### src/rtl/crc8_serial_unit_if.sv
// Bit-stream and result bundle for crc8_serial_unit.
// The master side is the upstream serialiser and frame-check logic; the slave side is the CRC unit.
interface crc8_serial_unit_if;
  logic       start;
  logic       bit_in;
  logic       bit_valid;
  logic [7:0] crc_exp;
  logic       busy;
  logic [7:0] crc_out;
  logic       crc_valid;
  logic       crc_err;

  modport master (
    output start, bit_in, bit_valid, crc_exp,
    input  busy, crc_out, crc_valid, crc_err
  );

  modport slave (
    input  start, bit_in, bit_valid, crc_exp,
    output busy, crc_out, crc_valid, crc_err
  );
endinterface

### src/rtl/crc8_serial_unit.sv
// Serial MSB-first CRC-8 generator/checker using an XOR-feedback shift register.
// Reports the frame CRC and a mismatch flag against the expected CRC captured with the last bit.
module crc8_serial_unit #(
  parameter logic [7:0] POLY       = 8'h07,
  parameter logic [7:0] INIT       = 8'h00,
  parameter int         FRAME_BITS = 16
) (
  input logic clk,
  input logic rst_n,
  crc8_serial_unit_if.slave bus
);
  localparam int CW = $clog2(FRAME_BITS + 1);

  localparam logic [1:0] IDLE  = 2'd0;
  localparam logic [1:0] SHIFT = 2'd1;
  localparam logic [1:0] DONE  = 2'd2;

  logic [1:0]    state_reg, state_next;
  logic [7:0]    crc_reg, crc_next;
  logic [CW-1:0] cnt_reg, cnt_next;
  logic [7:0]    exp_reg, exp_next;
  logic [7:0]    crc_out_reg, crc_out_next;
  logic          err_reg, err_next;

  logic       fb;
  logic [7:0] crc_step;
  logic       last_bit;
  logic       in_done;
  logic       done_err;

  assign fb = crc_reg[7] ^ bus.bit_in;

  // One XOR tap per register bit, enabled where POLY has a 1.
  genvar gi;
  generate
    for (gi = 0; gi < 8; gi++) begin : g_tap
      if (gi == 0) begin : g_lsb
        assign crc_step[gi] = fb & POLY[gi];
      end else begin : g_upper
        assign crc_step[gi] = crc_reg[gi-1] ^ (fb & POLY[gi]);
      end
    end
  endgenerate

  assign last_bit = (cnt_reg == CW'(FRAME_BITS - 1));
  assign in_done  = (state_reg == DONE);
  assign done_err = (crc_reg != exp_reg);

  always_comb begin
    state_next   = state_reg;
    crc_next     = crc_reg;
    cnt_next     = cnt_reg;
    exp_next     = exp_reg;
    crc_out_next = crc_out_reg;
    err_next     = err_reg;
    case (state_reg)
      IDLE: begin
        if (bus.start) begin
          state_next = SHIFT;
          crc_next   = INIT;
          cnt_next   = '0;
        end
      end
      SHIFT: begin
        // start outranks a coincident bit: the frame restarts and that bit is dropped
        if (bus.start) begin
          crc_next = INIT;
          cnt_next = '0;
        end else if (bus.bit_valid) begin
          crc_next = crc_step;
          cnt_next = cnt_reg + CW'(1);
          if (last_bit) begin
            exp_next   = bus.crc_exp;
            state_next = DONE;
          end
        end
      end
      DONE: begin
        crc_out_next = crc_reg;
        err_next     = done_err;
        state_next   = IDLE;
        if (bus.start) begin
          state_next = SHIFT;
          crc_next   = INIT;
          cnt_next   = '0;
        end
      end
      default: state_next = IDLE;
    endcase
  end

  always_ff @(posedge clk or negedge rst_n) begin
    if (!rst_n) begin
      state_reg   <= IDLE;
      crc_reg     <= INIT;
      cnt_reg     <= '0;
      exp_reg     <= 8'h00;
      crc_out_reg <= 8'h00;
      err_reg     <= 1'b0;
    end else begin
      state_reg   <= state_next;
      crc_reg     <= crc_next;
      cnt_reg     <= cnt_next;
      exp_reg     <= exp_next;
      crc_out_reg <= crc_out_next;
      err_reg     <= err_next;
    end
  end

  // The DONE cycle presents the fresh result alongside crc_valid; the held copy covers every other cycle.
  assign bus.crc_out   = in_done ? crc_reg  : crc_out_reg;
  assign bus.crc_err   = in_done ? done_err : err_reg;
  assign bus.crc_valid = in_done;
  assign bus.busy      = (state_reg == SHIFT);
endmodule
### src/flat_wrapper.sv
// flat-port wrapper written by rule: the top's interface ports become plain ports
module crc8_serial_unit_flat 
#(
  parameter logic [7:0] POLY       = 8'h07,
  parameter logic [7:0] INIT       = 8'h00,
  parameter int         FRAME_BITS = 16
)
  (clk, rst_n, bus_start, bus_bit_in, bus_bit_valid, bus_crc_exp, bus_busy, bus_crc_out, bus_crc_valid, bus_crc_err);
  crc8_serial_unit_if bus_i ();
  input logic clk;
  input logic rst_n;
  input wire logic [$bits(bus_i.start)-1:0] bus_start;
  input wire logic [$bits(bus_i.bit_in)-1:0] bus_bit_in;
  input wire logic [$bits(bus_i.bit_valid)-1:0] bus_bit_valid;
  input wire logic [$bits(bus_i.crc_exp)-1:0] bus_crc_exp;
  output wire logic [$bits(bus_i.busy)-1:0] bus_busy;
  output wire logic [$bits(bus_i.crc_out)-1:0] bus_crc_out;
  output wire logic [$bits(bus_i.crc_valid)-1:0] bus_crc_valid;
  output wire logic [$bits(bus_i.crc_err)-1:0] bus_crc_err;
  assign bus_i.start = bus_start;
  assign bus_i.bit_in = bus_bit_in;
  assign bus_i.bit_valid = bus_bit_valid;
  assign bus_i.crc_exp = bus_crc_exp;
  assign bus_busy = bus_i.busy;
  assign bus_crc_out = bus_i.crc_out;
  assign bus_crc_valid = bus_i.crc_valid;
  assign bus_crc_err = bus_i.crc_err;
  crc8_serial_unit #(.POLY(POLY), .INIT(INIT), .FRAME_BITS(FRAME_BITS)) u_core (.clk(clk), .rst_n(rst_n), .bus(bus_i));
endmodule
### config.mk
export PLATFORM = sky130hd
export DESIGN_NAME = crc8_serial_unit_flat
export DESIGN_NICKNAME = d
export VERILOG_FILES = /design/src/rtl/crc8_serial_unit_if.sv /design/src/rtl/crc8_serial_unit.sv /design/src/flat_wrapper.sv
export SDC_FILE = /design/constraint.sdc
export NUM_CORES = 1
export LEC_CHECK = 0
export ABC_AREA = 0
export CELL_PAD_IN_SITES_DETAIL_PLACEMENT = 0
export CELL_PAD_IN_SITES_GLOBAL_PLACEMENT = 1
export CORE_MARGIN = 5
export CORE_UTILIZATION = 38
export CTS_CLUSTER_SIZE = 14
export DETAILED_ROUTE_END_ITERATION = 16
export PLACE_DENSITY = 0.71
export SLEW_MARGIN = 10
export SYNTH_ARGS = -nofsm -noshare
export SYNTH_HDL_FRONTEND = slang
export SYNTH_SLANG_ARGS = --single-unit
### constraint.sdc
create_clock -name clk -period 1.58 [get_ports clk]
set_input_delay 0.158 -clock clk [delete_from_list [all_inputs] [get_ports clk]]
set_output_delay 0.158 -clock clk [all_outputs]
set_load 0.01 [all_outputs]
==> run summary, run 1 <==
Leak = 1.03 nW
R2R cell count = 5
Startpoint Class = flip-flop
first-pass GRT wire length = 4790 um
post-synth cell types = 24
vias after detailed routing = 953
CTS HTree Levels = 2
global route overflow = 0
Final Skew = 0.00597 ns
Initial DRC Count = 53
initial antenna violation count = 0
reg2reg end = u_core.exp_reg[7]
Worst-path clk slew = 0.06 ns
Synth Warn # = 0
clk sink count = 32
Reg2Reg Launch Point = u_core.cnt_reg[0]
Storage cell area = 801 um2
clock buffer depth = 2
Die H = 70.6 um
critical path class = reg -> out
Seq cells post-synth = 32
vias per std cell = 4.81
Final period util = 1.02
Initial Utilization = 0.387
number of global-route vias before repair = 994
fin nets = 165
CTS root buf = clkbuf_8
Final min period = 1.61 ns
Critical Path End Type = primary output
slew margin rel. = 0.732
Avg Cell Area, Syn = 13.7 um2
DIE AREA = 4980 um2
multi-input logic area = 636 um2
Core ar. = 3610 um2
largest net degree at the start of global routing = 33
Netlist Area Pre-Place = 1400 um2
CTS Hold Buffers Added = 0
clock buffer count from CTS = 5
Tightest Pin Transition = 0.401 ns
FF-to-FF setup slack = 0.07 ns
# rows = 22
fillcell total = 326
worst hold path type = in -> async
diode count = 0
IO buf count = 23
final setup vio count = 1
maximum VDD drop = 403 uV
Final Max Slew Viols = 0
placed insts = 186
run status = finished, violations left
wire per inst = 14.2 um
Post-Synthesis Cells = 102
final hold viol count = 0
final setup margin = -0.0257 ns
RSZ-0062 raised after global routing = yes
post-route ant nets = 0
share of cells above drive strength 1 = 0.407
Non-Filler Instances = 198
CP Data Arrival Time = 1.45 ns
Worst Path Required = 1.42 ns
clk_lat worst skew = 0.28 ns
crit-path max FO = 2
die width = 70.6 um
Detailed Route WL = 2810 um
GRT Util Overall = 0.123
failing checks = setup timing
top-level port count = 24
CTS tree = built
HPWL after DPL = 1920 um
post-synthesis sequential area ratio = 0.574
DRT Pass-1 Iters = 4
pre-CTS setup slack = -0.128 ns
Post-Syn Nets = 117
max-cap violations = 0
# DRC = 0
Area Growth Syn to Fin = 43.8%
power per cell area = 817 nW/um2
fmax = 0.623 GHz
gpl congestion = 0.743
-- power breakdown --
| part | switching [mW] | leakage (nW) | internal [mW] |
|---|---|---|---|
| clock network | 0.277 | 0.0503 | 0.387 |
| registers | 0.0110 | 0.438 | 0.832 |
| logic | 0.0573 | 0.538 | 0.0725 |
| total | 0.346 | 1.03 | 1.29 |
-- per-stage QoR --
stage	hold slack (ns)	instance area, um2	utilization	total power [mW]	TNS (ns)
floorplan	-0.138	1400	-	0.907	0
global placement	0.486	1780	0.495	0.981	-0.675
detailed placement	0.486	1780	0.495	0.984	-0.968
CTS	0.302	1930	0.536	1.65	-0.356
global route	0.313	2010	0.556	1.71	-0.633
finish	0.286	2010	0.556	1.64	-0.0257
-- cell usage in the layout, fill, tap and decap left out, types with 2 or more instances in the layout --
master / instances
a21oi_1: 2
a22o_1: 11
buf_4: 17
buf_6: 11
clkbuf_8: 7
clkdlybuf4s50_1: 12
dfrtp_1: 32
dlygate4sd2_1: 2
inv_1: 5
mux2_2: 9
mux2_4: 8
nand2b_1: 2
nor2_1: 2
xnor2_1: 4
xor2_1: 8
-- cell usage after synthesis, drive strengths merged --
cell type,instances,area [um2]
buf,3,21.3
nand2,2,15.0
and3,1,6.26
a31oi,1,6.26
mux2,17,191
and2,1,6.26
ha,2,25.0
xor2,8,70.1
nor2b,2,12.5
nor4,2,12.5
o31ai,1,7.51
a21oi,2,10.0
nor2,2,7.51
or2,1,8.76
nand3,1,5.00
nand2b,2,12.5
a22o,11,96.3
and4bb,1,16.3
dfrtp,32,801
xnor2,4,35.0
inv,5,18.8
a32o,1,10.0
-- repair_timing --
item,in CTS,in global routing
setup buffers,1,2
cloned,2,0
gates resized for setup,55,12
pin swaps,5,1
setup endpoints to repair,18,14
-- metal layers --
layer / up-vias / global-route usage / routed length [um]
met4: 0 / 0.0313 / 38
met1: 472 / 0.175 / 1370
li1: 457 / - / -
met5: - / 0 / 0
met2: 20 / 0.180 / 1280
met3: 4 / 0.0426 / 114
-- final cells by class --
cell class	instances	area share
inverter	5	0.00936
tap	48	0.0299
clock buffer	7	0.0480
multi-input combinational	63	0.317
sequential	32	0.399
timing repair buffer	43	0.197
-- worst max-delay path: stages (launching register included) --
cell,delay (ns)
dfrtp_1,0.38
xor2_1,0.16
nor4_1,0.31
a31oi_1,0.15
buf_2,0.17
-- kinds of logic (layout without fill, tap and decap cells) --
| family | count (synthesis) | after routing | share of synthesized area |
|---|---|---|---|
| AO/OA/AOI/OAI | 16 | 16 | 0.0933 |
| XOR/XNOR | 12 | 12 | 0.0753 |
| adder cells (fa/ha/maj) | 2 | 2 | 0.0179 |
| buffers and inverters | 8 | 55 | 0.0287 |
| flip-flops | 32 | 32 | 0.574 |
| multiplexers | 17 | 17 | 0.137 |
| AND/OR/NAND/NOR | 15 | 16 | 0.0735 |
-- worst max-delay path by stage --
| stage | startpoint | to | depth (start not counted) |
|---|---|---|---|
| 2_1_floorplan | u_core.cnt_reg[0] | u_core.exp_reg[0] | 5 |
| 3_3_place_gp | u_core.crc_reg[0] | bus_crc_err | 4 |
| 3_5_place_dp | u_core.crc_reg[0] | bus_crc_err | 4 |
| 4_1_cts | u_core.state_reg[0] | bus_crc_out[7] | 4 |
| 5_1_grt | u_core.crc_reg[7] | bus_crc_err | 4 |
| 6_report | u_core.crc_reg[7] | bus_crc_err | 4 |
No activity file was read; power rests on OpenSTA's default activity.
==> run 2: changes to the inputs <==
- MAX_ROUTING_LAYER: unset -> met4
- PLACE_DENSITY: 0.71 -> 0.73
==> run 2 against run 1 <==
  * The run still ends with setup timing left
  * Critical path depth up 2
  * Sequential share of layout area down 2.1 points
  * Cell area up 5.4%
  * Largest cell class unchanged
  * Largest power group unchanged
==> run summary, run 2 (synthesis gave the netlist of run 1 again) <==
vias after detailed routing = 997 (was 953)
die width = 70.6 um (unchanged)
pre-CTS setup slack = -0.203 ns (was -0.128 ns)
final hold viol count = 0 (unchanged)
Gate power share = 0.077 (was 0.079)
Critical Path End Type = primary output (unchanged)
Core ar. = 3610 um2 (unchanged)
global route overflow = 0 (unchanged)
HPWL after DPL = 2020 um (was 1920 um)
Final period util = 1.07 (was 1.02)
Core Util, Final = 0.586 (was 0.556)
DIE AREA = 4980 um2 (unchanged)
Net Sw Frac = 0.194 (was 0.211)
CTS HTree Levels = 2 (unchanged)
clock buffer count from CTS = 5 (unchanged)
IO buf count = 23 (unchanged)
most frequent cells in the layout = 32 x dfrtp_1, 22 x buf_4, 13 x buf_6 (was 32 x dfrtp_1, 17 x buf_4, 12 x clkdlybuf4s50_1)
Tightest Pin Transition = 0.400 ns (was 0.401 ns)
most frequent CP cell = buf_6
CTS tree = built (unchanged)
Worst-path clk slew = 0.06 ns (about the same)
slowest CP cell = dfrtp_1 (unchanged)
failing checks = setup timing (unchanged)
GRT Util Overall = 0.141 (was 0.123)
Worst Path Required = 1.42 ns (about the same)
power per cell area = 859 nW/um2 (was 817 nW/um2)
Initial DRC Count = 52 (was 53)
post-route ant nets = 0 (unchanged)
max-cap violations = 0 (unchanged)
Clock Power Share = 0.460 (was 0.406)
crit-path max FO = 3 (was 2)
Non-Filler Instances = 206 (was 198)
Post-DP Area = 1790 um2 (was 1780 um2)
run status = finished, violations left (unchanged)
clock buffer depth = 2 (unchanged)
Final min period = 1.70 ns (was 1.61 ns)
initial antenna violation count = 0 (unchanged)
top-level port count = 24 (unchanged)
max incr delay on CP = 0.38 ns (about the same)
switching pwr = 0.352 mW (was 0.346 mW)
Seq pwr share = 0.464 (was 0.515)
Final Max Slew Viols = 0 (unchanged)
fin nets = 172 (was 165)
largest net degree at the start of global routing = 33 (unchanged)
Sum Neg Setup Slack = -0.724 ns (was -0.0257 ns)
Area Growth Syn to Fin = 51.6% (was 43.8%)
commonest non-fill, non-tap cell in the layout = dfrtp_1 (unchanged)
total power = 1.82 mW (was 1.64 mW)
Hold Worst Slack = 0.276 ns (was 0.286 ns)
vias per std cell = 4.84 (was 4.81)
RSZ-0062 raised after global routing = yes (unchanged)
Final Skew = 0.00331 ns (was 0.00597 ns)
number of global-route vias before repair = 1,111 (was 994)
gpl congestion = 0.760 (was 0.743)
Internal = 1.46 mW (was 1.29 mW)
Initial Utilization = 0.387 (unchanged)
first-pass GRT wire length = 5350 um (was 4790 um)
Die H = 70.6 um (unchanged)
slew margin rel. = 0.734 (was 0.732)
fillcell total = 303 (was 326)
post-route design area = 2110 um2 (was 2010 um2)
share of cells above drive strength 1 = 0.462 (was 0.407)
CTS root buf = clkbuf_8 (unchanged)
wire per inst = 15.0 um (was 14.2 um)
critical path class = reg -> out (unchanged)
fmax = 0.590 GHz (was 0.623 GHz)
final setup vio count = 9 (was 1)
Detailed Route WL = 3090 um (was 2810 um)
clk_lat worst skew = 0.27 ns (was 0.28 ns)
CP Data Arrival Time = 1.54 ns (was 1.45 ns)
final setup margin = -0.115 ns (was -0.0257 ns)
# rows = 22 (unchanged)
DRT Pass-1 Iters = 4 (unchanged)
# DRC = 0 (unchanged)
worst hold path type = in -> async (unchanged)
Startpoint Class = flip-flop (unchanged)
clk sink count = 32 (unchanged)
placed insts = 187 (was 186)
maximum VDD drop = 390 uV (was 403 uV)
Leak = 1.10 nW (was 1.03 nW)
diode count = 0 (unchanged)
CTS Hold Buffers Added = 0 (unchanged)
crit-path cells = nor2b_4 > buf_6 > buf_6 > buf_6 > mux2_4 > buf_6 (was xor2_1 > nor4_1 > a31oi_1 > buf_2)
run 2: metal layers:
| layer | vias to the layer above | track usage | share of wire |
|---|---|---|---|
| met5 | - | - | 0 |
| met4 | 0 | 0.0480 | 0.0042 |
| met3 | 2 | 0.0384 | 0.042 |
| met2 | 21 | 0.214 | 0.49 |
| met1 | 504 | 0.185 | 0.46 |
| li1 | 470 | - | - |
run 2: worst max-delay path: cells and delay by family (launching register included):
kind	cells	cell delay, ns
buffers and inverters	4	0.45
multiplexers	1	0.30
flip-flops	1	0.38
AND/OR/NAND/NOR	1	0.14
run 2: final timing paths:
path | cells past startpoint | slack, ns | to | startpoint
max in group asynchronous | 2 | 1.01 | u_core.crc_out_reg[7] | rst_n
worst max-delay path | 6 | -0.12 | bus_crc_out[7] | u_core.state_reg[1]
worst min-delay path | 2 | 0.28 | u_core.cnt_reg[1] | rst_n
worst max register to register | 5 | 0.05 | u_core.exp_reg[6] | u_core.cnt_reg[0]
worst min register to register | 1 | 0.51 | u_core.crc_out_reg[5] | u_core.crc_out_reg[5]
min in group clk | 2 | 0.49 | u_core.exp_reg[4] | bus_crc_exp[4]
run 2: final cells by class:
class,instances,area (um2),area share
sequential,32,801,0.379
multi-input combinational,63,654,0.309
timing repair buffer,50,454,0.215
clock buffer,7,96.3,0.0456
tap,48,60.1,0.0284
clock inverter,1,30.0,0.0142
inverter,5,18.8,0.00888
run 2: power by group through the flow:
stage               registers (mW)  logic, mW  clock network (mW)
finish                       0.842      0.139               0.835
CTS                          0.842      0.131               0.857
global route                 0.843      0.153               0.893
floorplan                    0.858     0.0490                   0
detailed placement           0.857      0.128                   0
global placement             0.856      0.126                   0
run 2: what timing repair did:
action                                  CTS  global route
pin swaps                                 1             2
endpoints found under the setup margin   19            17
buffers inserted                          6             4
gates cloned                              1             0
resized for setup                        64             7
==> run 3: changes to the inputs <==
- CORE_UTILIZATION: 38 -> 44
- DONT_BUFFER_PORTS: unset -> 1
- MAX_ROUTING_LAYER: met4 -> unset
- PLACE_DENSITY: 0.73 -> 0.71
==> run 3 against run 2 <==
  * Clock skew up 0.0017 ns
  * Cell area decreased by 9.3%
  * Largest power group unchanged
  * Register-to-register slack barely moved
  * The run now ends clean
==> run summary, run 3 (synthesis gave the netlist of run 1 again) <==
crit-path max FO = 7 (was 3)
reg2reg end = u_core.exp_reg[6] (unchanged)
share of cells above drive strength 1 = 0.417 (was 0.462)
initial antenna violation count = 0 (unchanged)
GRT Util Overall = 0.145 (was 0.141)
FF-to-FF setup slack = 0.05 ns (about the same)
IO buf count = 0 (was 23)
DRT Pass-1 Iters = 4 (unchanged)
wire per inst = 15.3 um (was 15.0 um)
Leak = 0.993 nW (was 1.10 nW)
slowest CP cell = dfrtp_1 (unchanged)
Core Util, Final = 0.628 (was 0.586)
Reg2Reg Launch Point = u_core.state_reg[1] (was u_core.cnt_reg[0])
worst hold path type = in -> reg (was in -> async)
Worst-path clk slew = 0.09 ns (was 0.06 ns)
# rows = 20 (was 22)
fin nets = 154 (was 172)
post-route ant nets = 0 (unchanged)
global route overflow = 0 (unchanged)
buffers and inverters on the worst path = 1 (was 4)
CTS HTree Levels = 2 (unchanged)
commonest non-fill, non-tap cell in the layout = dfrtp_1 (unchanged)
die width = 66.3 um (was 70.6 um)
Critical Path End Type = primary output (unchanged)
fillcell total = 255 (was 303)
fmax = 0.641 GHz (was 0.590 GHz)
top-level port count = 24 (unchanged)
clock buffer depth = 2 (unchanged)
first-pass GRT wire length = 4570 um (was 5350 um)
crit path from = u_core.state_reg[0] (was u_core.state_reg[1])
Non-Filler Instances = 183 (was 206)
CTS tree = built (unchanged)
Hold Worst Slack = 0.0461 ns (was 0.276 ns)
Die H = 66.3 um (was 70.6 um)
Initial Utilization = 0.457 (was 0.387)
CTS root buf = clkbuf_4 (was clkbuf_8)
vias after detailed routing = 926 (was 997)
clk sink count = 32 (unchanged)
max-cap violations = 0 (unchanged)
Sum Neg Setup Slack = 0 ns (was -0.724 ns)
family with the most delay on the worst path = flip-flops (was buffers and inverters)
placed insts = 147 (was 187)
# DRC = 0 (unchanged)
DIE AREA = 4400 um2 (was 4980 um2)
Final period util = 0.988 (was 1.07)
Worst setup endpoint = bus_crc_out[1] (was bus_crc_out[7])
Core ar. = 3050 um2 (was 3610 um2)
crit-path cells = nor2b_4 > buf_8 > mux2_4 (was nor2b_4 > buf_6 > buf_6 > buf_6 > mux2_4 > buf_6)
final setup vio count = 0 (was 9)
Initial DRC Count = 58 (was 52)
R2R cell count = 5 (unchanged)
HPWL after DPL = 1700 um (was 2020 um)
Min-Delay Startpoint = bus_start
Area Growth Syn to Fin = 37.5% (was 51.6%)
diode count = 0 (unchanged)
number of global-route vias before repair = 926 (was 1,111)
maximum VDD drop = 598 uV (was 390 uV)
CP Data Arrival Time = 1.40 ns (was 1.54 ns)
final hold viol count = 0 (unchanged)
clock buffer count from CTS = 5 (unchanged)
most frequent cells in the layout = 31 x dfrtp_1, 17 x buf_4, 16 x mux2_4 (was 32 x dfrtp_1, 22 x buf_4, 13 x buf_6)
vias per std cell = 5.06 (was 4.84)
Final Skew = 0.00502 ns (was 0.00331 ns)
gpl congestion = 0.689 (was 0.760)
largest net degree at the start of global routing = 33 (unchanged)
critical path class = reg -> out (unchanged)
clk_lat worst skew = 0.33 ns (was 0.27 ns)
Tightest Pin Transition = 0.423 ns (was 0.400 ns)
Startpoint Class = flip-flop (unchanged)
Detailed Route WL = 2800 um (was 3090 um)
power per cell area = 773 nW/um2 (was 859 nW/um2)
Final Max Slew Viols = 0 (unchanged)
slew margin rel. = 0.716 (was 0.734)
Worst Path Required = 1.42 ns (about the same)
total number of cells along the worst setup path = 3 (was 6)
max incr delay on CP = 0.42 ns (was 0.38 ns)
Hold Crit Depth = 2
RSZ-0062 raised after global routing = yes (unchanged)
Final min period = 1.56 ns (was 1.70 ns)
run status = complete, no violations (was finished, violations left)
[run 3: changes by cell type in the layout (fill, tap and decap cells not counted), moves of 5 or more]
cell             previous run  this run
clkdlybuf4s50_1            12         0
mux2_4                      7        16
dlygate4sd3_1               0        10
clkbuf_8                    7         2
buf_6                      13         3
buf_4                      22        17
mux2_2                     10         1
clkbuf_4                    0         5
[run 3: timing repair]
action                                  CTS  global route
gates resized for setup                  16            18
endpoints found under the hold margin    41             0
pin swaps                                 7             8
hold buffers                             11             0
endpoints found under the setup margin   17            17
cloned                                    1             0
setup buffers                            12             5
[run 3: final cells by class]
cell class                      count  area, um2  share of cell area
Sequential cell                    32        802               0.418
Multi-Input combinational cell     62        661               0.344
Timing Repair Buffer               33        317               0.165
Clock buffer                        7       65.1              0.0339
Tap cell                           44       55.1              0.0287
Inverter                            5       18.8             0.00978
[run 3: layer usage]
layer	GRT usage	up-vias	wire, um	share of wire
li1	-	437	-	-
met1	0.191	453	1310	0.47
met2	0.200	31	1170	0.42
met3	0.0731	5	285	0.10
met4	0.0584	0	39	0.014
met5	0	-	0	0
[run 3: stage by stage]
stage	area [um2]	power, mW	setup slack (ns)
detailed placement	1460	0.922	-0.0135
finish	1920	1.48	0.0194
global placement	1460	0.920	0.0339
global route	1920	1.55	-0.0664
CTS	1810	1.49	-0.0219
floorplan	1400	0.907	0.0454
[run 3: where the power goes]
part / leakage, nW / total [mW] / switching, mW / internal [mW]
sequential: 0.437 / 0.842 / 0.0115 / 0.831
combinational: 0.519 / 0.131 / 0.0575 / 0.0731
clock: 0.0374 / 0.509 / 0.257 / 0.252
[run 3: worst min path at each step]
stage,to,slack [ns]
floorplan,u_core.cnt_reg[0],-0.14
global placement,u_core.crc_out_reg[7],-0.14
detailed placement,u_core.state_reg[0],-0.14
CTS,u_core.cnt_reg[2],0.04
global route,u_core.state_reg[0],0.04
finish,u_core.cnt_reg[2],0.05
[run 3: worst register-to-register path, delay by kind of cell (launching register included)]
family / cells / cell delay (ns)
muxes: 1 / 0.29
and+or+nand+nor: 2 / 0.47
DFF: 1 / 0.40
buffers and inverters: 2 / 0.25
